[config.mk]
export PLATFORM = sky130hd
export DESIGN_NAME = fc_argmax_classifier
export DESIGN_NICKNAME = d
export VERILOG_FILES = /design/src/rtl/fc_argmax_classifier.sv
export SDC_FILE = /design/constraint.sdc
export NUM_CORES = 1
export LEC_CHECK = 0
export CAP_MARGIN = 20
export CORE_AREA = 8 8 69 71
export CTS_CLUSTER_DIAMETER = 120
export DETAILED_ROUTE_END_ITERATION = 12
export DIE_AREA = 0 0 77 79
export GPL_TIMING_DRIVEN = 1
export PLACE_DENSITY = 0.82
export SYNTH_ARGS = -nofsm -noshare
export SYNTH_HDL_FRONTEND = slang
export SYNTH_SLANG_ARGS = --single-unit
[constraint.sdc]
create_clock -name clk_in -period 4.6 [get_ports clk_in]
set_input_delay 0.92 -clock clk_in [delete_from_list [all_inputs] [get_ports clk_in]]
set_output_delay 0.92 -clock clk_in [all_outputs]
set_load 0.02 [all_outputs]
[src/rtl/fc_argmax_classifier.sv]
// Final CNN decision stage: running signed max over one frame of class scores,
// registered winning index with a one-cycle valid pulse and a frame-length error flag.
module fc_argmax_classifier #(
   parameter int DATA_W    = 16,
   parameter int NUM_CLASS = 10
) (
   input  logic              clk_in,
   input  logic              rst_n,
   input  logic              score_valid,
   input  logic [DATA_W-1:0] score_data,
   input  logic              score_last,
   output logic [3:0]        class_idx,
   output logic              class_valid,
   output logic              busy,
   output logic              err_len
);

   localparam logic [1:0] S_IDLE = 2'd0;
   localparam logic [1:0] S_ACC  = 2'd1;
   localparam logic [1:0] S_DROP = 2'd2;
   localparam logic [1:0] S_OUT  = 2'd3;
   localparam logic [3:0] LAST_IDX = 4'(NUM_CLASS - 1);

   logic [1:0]               state;
   logic [3:0]               idx;
   logic [3:0]               max_idx;
   logic signed [DATA_W-1:0] max_val;
   logic                     err_arm;
   logic                     gt;

   // strict compare so ties keep the earlier (lower) index
   assign gt   = $signed(score_data) > max_val;
   assign busy = (state == S_ACC) || (state == S_DROP);

   // class_idx/class_valid are loaded on the edge that enters OUT, so the
   // pulse is visible during the OUT cycle, one cycle after score_last
   always_ff @(posedge clk_in or negedge rst_n) begin
      if (!rst_n) begin
         state       <= S_IDLE;
         idx         <= '0;
         max_idx     <= '0;
         max_val     <= '0;
         err_arm     <= 1'b0;
         class_idx   <= '0;
         class_valid <= 1'b0;
         err_len     <= 1'b0;
      end else begin
         class_valid <= 1'b0;
         err_len     <= 1'b0;
         case (state)
            S_IDLE: if (score_valid) begin
               max_val <= score_data;
               max_idx <= '0;
               idx     <= 4'd1;
               if (score_last) begin
                  state       <= S_OUT;
                  class_idx   <= '0;
                  class_valid <= 1'b1;
                  err_len     <= 1'b1;
                  err_arm     <= 1'b0;
               end else begin
                  state <= S_ACC;
               end
            end
            S_ACC: if (score_valid) begin
               if (gt) begin
                  max_val <= score_data;
                  max_idx <= idx;
               end
               if (score_last) begin
                  state       <= S_OUT;
                  class_idx   <= gt ? idx : max_idx;
                  class_valid <= 1'b1;
                  err_len     <= err_arm | (idx != LAST_IDX);
                  err_arm     <= 1'b0;
               end else if (idx == LAST_IDX) begin
                  state   <= S_DROP;
                  err_arm <= 1'b1;
               end else begin
                  idx <= idx + 4'd1;
               end
            end
            S_DROP: if (score_valid && score_last) begin
               state       <= S_OUT;
               class_idx   <= max_idx;
               class_valid <= 1'b1;
               err_len     <= err_arm;
               err_arm     <= 1'b0;
            end
            S_OUT:   state <= S_IDLE;
            default: state <= S_IDLE;
         endcase
      end
   end

endmodule

# Word level (Yosys, flattened, before mapping)
# Index checks and enable logic that the tools add are counted.
[totals]
word_cells = 78
reg_bits = 33
input_bits = 20
output_inout_bits = 7
[op_classes]
n_reduce_logical = 12
add_sub_neg = 1
magnitude_cmp = 1
bitwise_logic = 1
n_eq_ne = 14
n_mux = 41
[ops]
columns = ["op", "count"]
rows = [
  ["$mux 16", 3],
  ["$mux 4", 12],
  ["$pmux 16 s2", 1],
  ["$gt 16x16->1", 1],
  ["$pmux 4 s2", 2],
  ["$ne 2x2->1 const B", 7],
  ["$mux 1", 12],
  ["$mux 2", 6],
  ["$pmux 4 s3", 1],
  ["$reduce_and 6->1", 2],
  ["$pmux 2 s4", 1],
  ["$reduce_and 4->1", 2],
  ["$pmux 1 s3", 2],
  ["$reduce_and 5->1", 1],
  ["$add 4x1->4 const B", 1],
  ["$eq 2x2->1 const B", 2],
  ["$eq 4x4->1 const B", 1],
  ["$ne 4x4->1 const B", 1],
  ["$ne 3x2->1 const B", 1],
  ["$reduce_and 3->1", 1],
  ["$reduce_bool 3->1", 1],
  ["$eq 2x1->1 const B", 1],
  ["$logic_not 2->1", 1],
  ["$ne 2x1->1 const B", 1],
  ["other kinds (6)", 6],
]

# Logic depth before layout (Yosys ltp)
[depth]
depth_word = 5
ltp_mapped = 10
ltp_nobuf = 8

# Worst setup path before layout
# Ideal clock, no wire load.
[synth_timing]
kind = "in2reg"
startpoint = "input port score_data[15]"
endpoint = "register max_val[0]"
setup_slack_ps = 1862
arrival_time_ps = 2613
setup_time_ps = 125
t_required_ps = 4475
cell_stages = 8
path_buffers = 1
cell_sequence = "ha_1 nand4_1 nor3_2 or3b_1 o22ai_4 o21ai_4 buf_6 mux2_4"
[synth_between]
elab_chain_cells = 3
[synth_rtl]
columns = ["item", "line_no", "source"]
rows = [
  ["start: declaration", "10", "input logic [DATA_W-1:0] score_data,"],
  ["$gt 16x16->1", "32", "assign gt = $signed(score_data) > max_val;"],
  ["$ne 2x2->1 (no line)", "n/a", ""],
  ["$reduce_and 4->1 (no line)", "n/a", ""],
  ["end signal: assignment", "52", "max_val <= score_data;"],
  ["end signal: assignment", "67", "max_val <= score_data;"],
  ["end: declaration", "27", "logic signed [DATA_W-1:0] max_val;"],
]
# No other way between the ends.
# A chain may end at the register's enable or synchronous reset.

# Worst setup path after layout
[layout_timing]
startpoint = "input port score_data[15]"
endpoint = "register max_val[14]"
# Same word-level chain as after synthesis.

==> impl_metrics.env <==
export IMPL_fin_nets=283
export IMPL_yosysMostFrequentCell="dfrtp_1"
export IMPL_drtIter0Drc=79
export IMPL_grt_pass1_vias=1724
export IMPL_slew_headroom_pct=54.2
export IMPL_rsz0062_at_grt="false"
export IMPL_seq_area_frac_synth_pct=39.4
export IMPL_cp_required_ps=4770
export IMPL_cts_num_sinks=33
export IMPL_pre_cts_slack_ps=1020
export IMPL_critical_path_class="input pin to flop"
export IMPL_synthTopCellsByArea="dfrtp_1 39%, ha_1 13%, mux2_4 6.5%"
export IMPL_fin_skew_ps=5.81
export IMPL_die_h_microns=79
export IMPL_dieArea_sq_um=6080
export IMPL_fin_crit_sh_pct=71.4
export IMPL_gp_congestion=0.798
export IMPL_yosys_area_top_type="dfrtp_1"
export IMPL_tightest_slew_ps=684
export IMPL_hold_ws_ps=505
export IMPL_hp_class="flop to flop"
export IMPL_cts_tree="built"
export IMPL_syn_cell_area_sq_um=2090
export IMPL_outcome="finished, final reports clean"
export IMPL_io_pins=27
export IMPL_synth_edff_count=0
export IMPL_antenna_diode_count=0
export IMPL_netlist_instances=213
export IMPL_wl_per_cell_microns=14.7
export IMPL_maxCapViolations=0
export IMPL_fin_total_pwr_mw=1.66
export IMPL_n_fill_cell=303
export IMPL_numCtsBuffers=5
export IMPL_post_cts_hold_buffer_count=0
export IMPL_drtAntennaViolNets=0
export IMPL_die_x_microns=77
export IMPL_setup_viol=0
export IMPL_synth_seq_cells=33
export IMPL_dr_total_vias=1642
export IMPL_synth_common_cells="33 x dfrtp_1, 28 x nand2_1, 26 x inv_1"
export IMPL_syn_nets=255
export IMPL_yosys_warnings=0
export IMPL_drive_above_1_share_pct=11.6
export IMPL_grt_max_degree=20
export IMPL_peakVddDrop_mv=0.257
export IMPL_synth_flop_cell="dfrtp_1"
export IMPL_avgSynthCellArea_sq_um=9.83
export IMPL_num_rows=23
export IMPL_final_min_clock_period_ps=3280
export IMPL_drt_pass1_iter_count=4
export IMPL_power_leakage_nw=1.17
export IMPL_cts_setup_buffers=0
export IMPL_clk_latency_ps=280
export IMPL_ys_types=41
export IMPL_fmax_mhz=305
export IMPL_cp_end_kind="flop"
export IMPL_grtUsageTotal_pct=15.2
export IMPL_start_util_pct=55.1
export IMPL_synth_top_area_share_pct=39.4
export IMPL_clock_path_buffers=2
export IMPL_wl_microns=4270
export IMPL_syn_to_final_growth_pct=18.6
export IMPL_clockRootBuffer="clkbuf_8"
export IMPL_grt_antenna_before_repair=0
export IMPL_overflow=0
export IMPL_htree_levels=2
export IMPL_finalMaxSlewViolations=0
export IMPL_cp_start_kind="input pin"
export IMPL_cts_resized=0
export IMPL_synthArstFlopShare_pct=100
export IMPL_worstPathArrival_ps=3450
export IMPL_finalNonFillerCells=291
export IMPL_dpl_cell_count=284
export IMPL_io_buffer_count=26
export IMPL_fin_tns_setup_ps=0
export IMPL_power_density_nw_per_um2=666
export IMPL_clkTransAtPathRegs_ps=70
export IMPL_fp_coreArea_sq_um=3800
export IMPL_grt_pass1_wl_microns=7600
export IMPL_hpwl_microns=3210
export IMPL_post_route_drc_count=0
export IMPL_hold_viol_final=0
export IMPL_cp_max_fo=17
export IMPL_setup_slack_ps=1320
export IMPL_vias_per_cell=5.64
==> state kept, by name, indices dropped and copies added (netlist names) <==
| register | count |
|---|---|
| idx | 4 |
| max_val | 16 |
| err_len | 1 |
| max_idx | 4 |
| class_idx | 4 |
| class_valid | 1 |
| state | 2 |
| err_arm | 1 |
==> routing by layer <==
metal	part of all wire (%)	GRT usage [%]	vias to the layer above	wire, microns
li1	-	-	805	-
met1	44	16.9	797	1860
met2	51	26.8	34	2170
met3	3.9	3.27	6	166
met4	1.5	8.11	0	66
met5	0	0	-	0
==> final timing paths <==
path | start | depth (start not counted) | end | slack (ps)
worst max register to register | max_val[5]$_DFFE_PN0P_ | 8 | max_val[14]$_DFFE_PN0P_ | 2010
max in group asynchronous | rst_n | 2 | max_val[11]$_DFFE_PN0P_ | 2950
min in group asynchronous | rst_n | 1 | max_idx[1]$_DFFE_PN0P_ | 1050
worst max-delay path | score_data[15] | 8 | max_val[14]$_DFFE_PN0P_ | 1320
worst min register to register | max_val[13]$_DFFE_PN0P_ | 1 | max_val[13]$_DFFE_PN0P_ | 500
worst min-delay path | max_val[13]$_DFFE_PN0P_ | 1 | max_val[13]$_DFFE_PN0P_ | 500
==> cell families (layout without fill, tap and decap cells) <==
logic type / count (synthesis) / after routing / synth area share, %
and+or+nand+nor: 56 / 56 / 12.7
AOI/OAI and AO/OA: 51 / 51 / 16.9
DFF: 33 / 33 / 39.4
buffers and inverters: 33 / 61 / 6.63
adders and majority gates: 22 / 22 / 13.1
muxes: 18 / 18 / 11.2
==> area by class of cell <==
class | count | area, sq um | area share (%)
Inverter | 26 | 97.6 | 3.93
Clock buffer | 7 | 86.3 | 3.47
Timing Repair Buffer | 28 | 283 | 11.4
Multi-Input combinational cell | 147 | 1130 | 45.5
Sequential cell | 33 | 826 | 33.2
Tap cell | 50 | 62.6 | 2.52
==> stage by stage <==
step / area, sq um / util [%]
after floorplan: 2090 / -
after global routing: 2480 / 65.4
after detailed placement: 2400 / 63.1
after CTS: 2480 / 65.4
after global placement: 2380 / 62.7
final: 2480 / 65.4
==> power by group <==
group | internal, mW | total (mW) | switching, mW
registers | 0.424 | 0.513 | 0.0887
logic | 0.424 | 0.920 | 0.496
clock network | 0.119 | 0.222 | 0.104
==> cells in the final DEF (no fill, tap or decap), drive strengths merged, types with 3 or more instances in the layout <==
cell type	count
inv	26
nand2	28
a22oi	3
o221ai	4
mux2	17
nand2b	4
a211oi	3
nor3	7
nor2	6
dfrtp	33
o21ai	8
ha	22
clkdlybuf4s50	26
nand4	4
clkbuf	7
a211o	3
a21oi	18
==> worst max-delay path, stage by stage <==
cell and delay (ps):
clkdlybuf4s50_1 440, ha_1 350, nand4_1 150, o311ai_0 150, a21oi_1 270, o22ai_4 190
o21ai_4 580, mux2_2 410
(Power assumes the default switching activity.)
==> RTL edit, RTL diff (same flow settings) <==
Change the parameter `DATA_W` from 16 to 18.
--- a/src/rtl/fc_argmax_classifier.sv
+++ b/src/rtl/fc_argmax_classifier.sv
@@ -2,5 +2,5 @@
 // registered winning index with a one-cycle valid pulse and a frame-length error flag.
 module fc_argmax_classifier #(
-   parameter int DATA_W    = 16,
+   parameter int DATA_W    = 18,
    parameter int NUM_CLASS = 10
 ) (
Interface: changed (resized score_data); port bits go from 27 to 29. The function was not compared with the original's and may differ.
==> RTL edit against the original RTL <==
Area after synthesis grew 19%. Setup slack better by 0.12 ns. Register-to-register slack worse by 0.11 ns. Cell area grew 17%. Sequential cell count up 2. First-iteration DRC count rose by 140%. Wire length grew 35%. Power increased by 21%. Largest cell class unchanged. Highest routed layer unchanged.
==> RTL edit: results (changes against the original RTL) <==
| Metric | Value |
|---|---|
| YS warnings | `0 (unchanged)` |
| Peak supply drop | `0.407 mV (+58%)` |
| First-pass GRT wire length | `9780 µm (+29%)` |
| Leak pwr | `1.29 nW (+10%)` |
| Vias in the first global route | `2055 (+19%)` |
| CP Max Fanout | `26 (+9)` |
| Seq/Total Area, Yosys | `35.0% (-4.4 points)` |
| Synth cell types | `40 (-2.4%)` |
| Adder-cell area share of the yosys netlist | `12.0% (-1.1 points)` |
| P_int | `1.12 mW (+16%)` |
| Drt pass-1 iters | `5 (+1)` |
| Delay of the slowest cell on the worst path | `0.45 ns (-0.13 ns)` |
| Clk. pwr | `282 µW (+27%)` |
| Port Buffers | `28 (+7.7%)` |
| Status | `finished, final reports clean` |
| DR iter-0 viols | `189 (+140%)` |
| DPL Wire Length | `3910 µm (+22%)` |
| Worst slack, placed | `1.13 ns (+0.111 ns)` |
| Top cells by area, synth | `dfrtp_1 (35%), ha_1 (12%), a221o_1 (8.8%)` |
| Largest register FFs | `18 (+2)` |
| Slowest library cell on the worst path | `clkdlybuf4s50_1` |
| Layout cells sized above 1 | `7.48% (-4.1 points)` |
| GRT Util Overall | `19.2% (+4.0 points)` |
| Skew-Pair Late Insertion Delay | `0.30 ns (+0.02 ns)` |
| Tightest Pin Transition | `0.637 ns (-0.0463 ns)` |
| # nets final | `339 (+20%)` |
| Largest net degree at the start of global routing | `37 (+85%)` |
| Syn Nets | `318 (+25%)` |
| Worst Path Arrival | `3.34 ns (-0.11 ns)` |
| FILL cells | `294 (-3.0%)` |
| Setup Skew | `0.00909 ns (+0.00328 ns)` |
| Seq group | `547 µW (+6.6%)` |
| Top cells by count, synth | `dfrtp_1 (35), ha_1 (24), nand2_1 (24)` |
| WL/cell | `16.7 µm (+14%)` |
| Complex-gate fraction of the synthesized area | `25.7% (+8.8 points)` |
| Global placement routability congestion | `0.796 (-0.23%)` |
-- RTL edit: cell types whose count changed in the layout (fill, tap and decap cells not counted), moves of 4 or more --
cell and change:
a221o_1 +22, a311oi_1 +18, and2_1 +17, mux2_4 -9, mux2_2 -7, a21oi_1 -6
and3_1 +4, buf_4 +4, nand2_1 -4, nand3_1 +4, nor2_1 +4, nor2b_1 +4
o221ai_1 -4
-- RTL edit: final timing paths --
check	start	to	slack, ns	cells past startpoint
setup / recovery	score_data[17]	max_idx[2]$_DFFE_PN0P_	1.44	9
hold / removal	err_arm$_DFFE_PN0P_	err_arm$_DFFE_PN0P_	0.55	2
setup reg to reg	state[1]$_DFFE_PN0P_	class_idx[1]$_DFFE_PN0P_	1.90	8
hold reg to reg	err_arm$_DFFE_PN0P_	err_arm$_DFFE_PN0P_	0.55	2
max in group asynchronous	rst_n	max_val[9]$_DFFE_PN0P_	3.24	2
min in group asynchronous	rst_n	max_val[3]$_DFFE_PN0P_	1.03	2
-- RTL edit: layout make-up --
class	count	share of cell area, %
clock buffer	5	2.37
inverter	23	2.97
sequential	35	30.2
multi-input combinational	195	49.9
tap	50	2.15
clock inverter	3	1.51
timing repair buffer	33	10.9
-- RTL edit: routing by layer --
layer  track usage [%]  part of all wire, %
met5                 0                    0
met4              6.42                  1.2
met3              4.63                  7.4
met2              28.9                   45
met1              26.5                   47
-- RTL edit: through the flow --
step | std cells | power, mW | cell area, µm²
floorplan | 272 | 1.42 | 2500
global placement | 336 | 1.67 | 2790
detailed placement | 336 | 1.70 | 2790
CTS | 344 | 1.99 | 2900
global route | 344 | 2.16 | 2900
finish | 344 | 2.00 | 2900
-- RTL edit: worst max-delay path: cells and delay by family --
family          cells  cell delay (ns)
compound gates      2             0.41
fa+ha+maj           1             0.35
buf+inv             2             0.66
simple gates        4             0.97
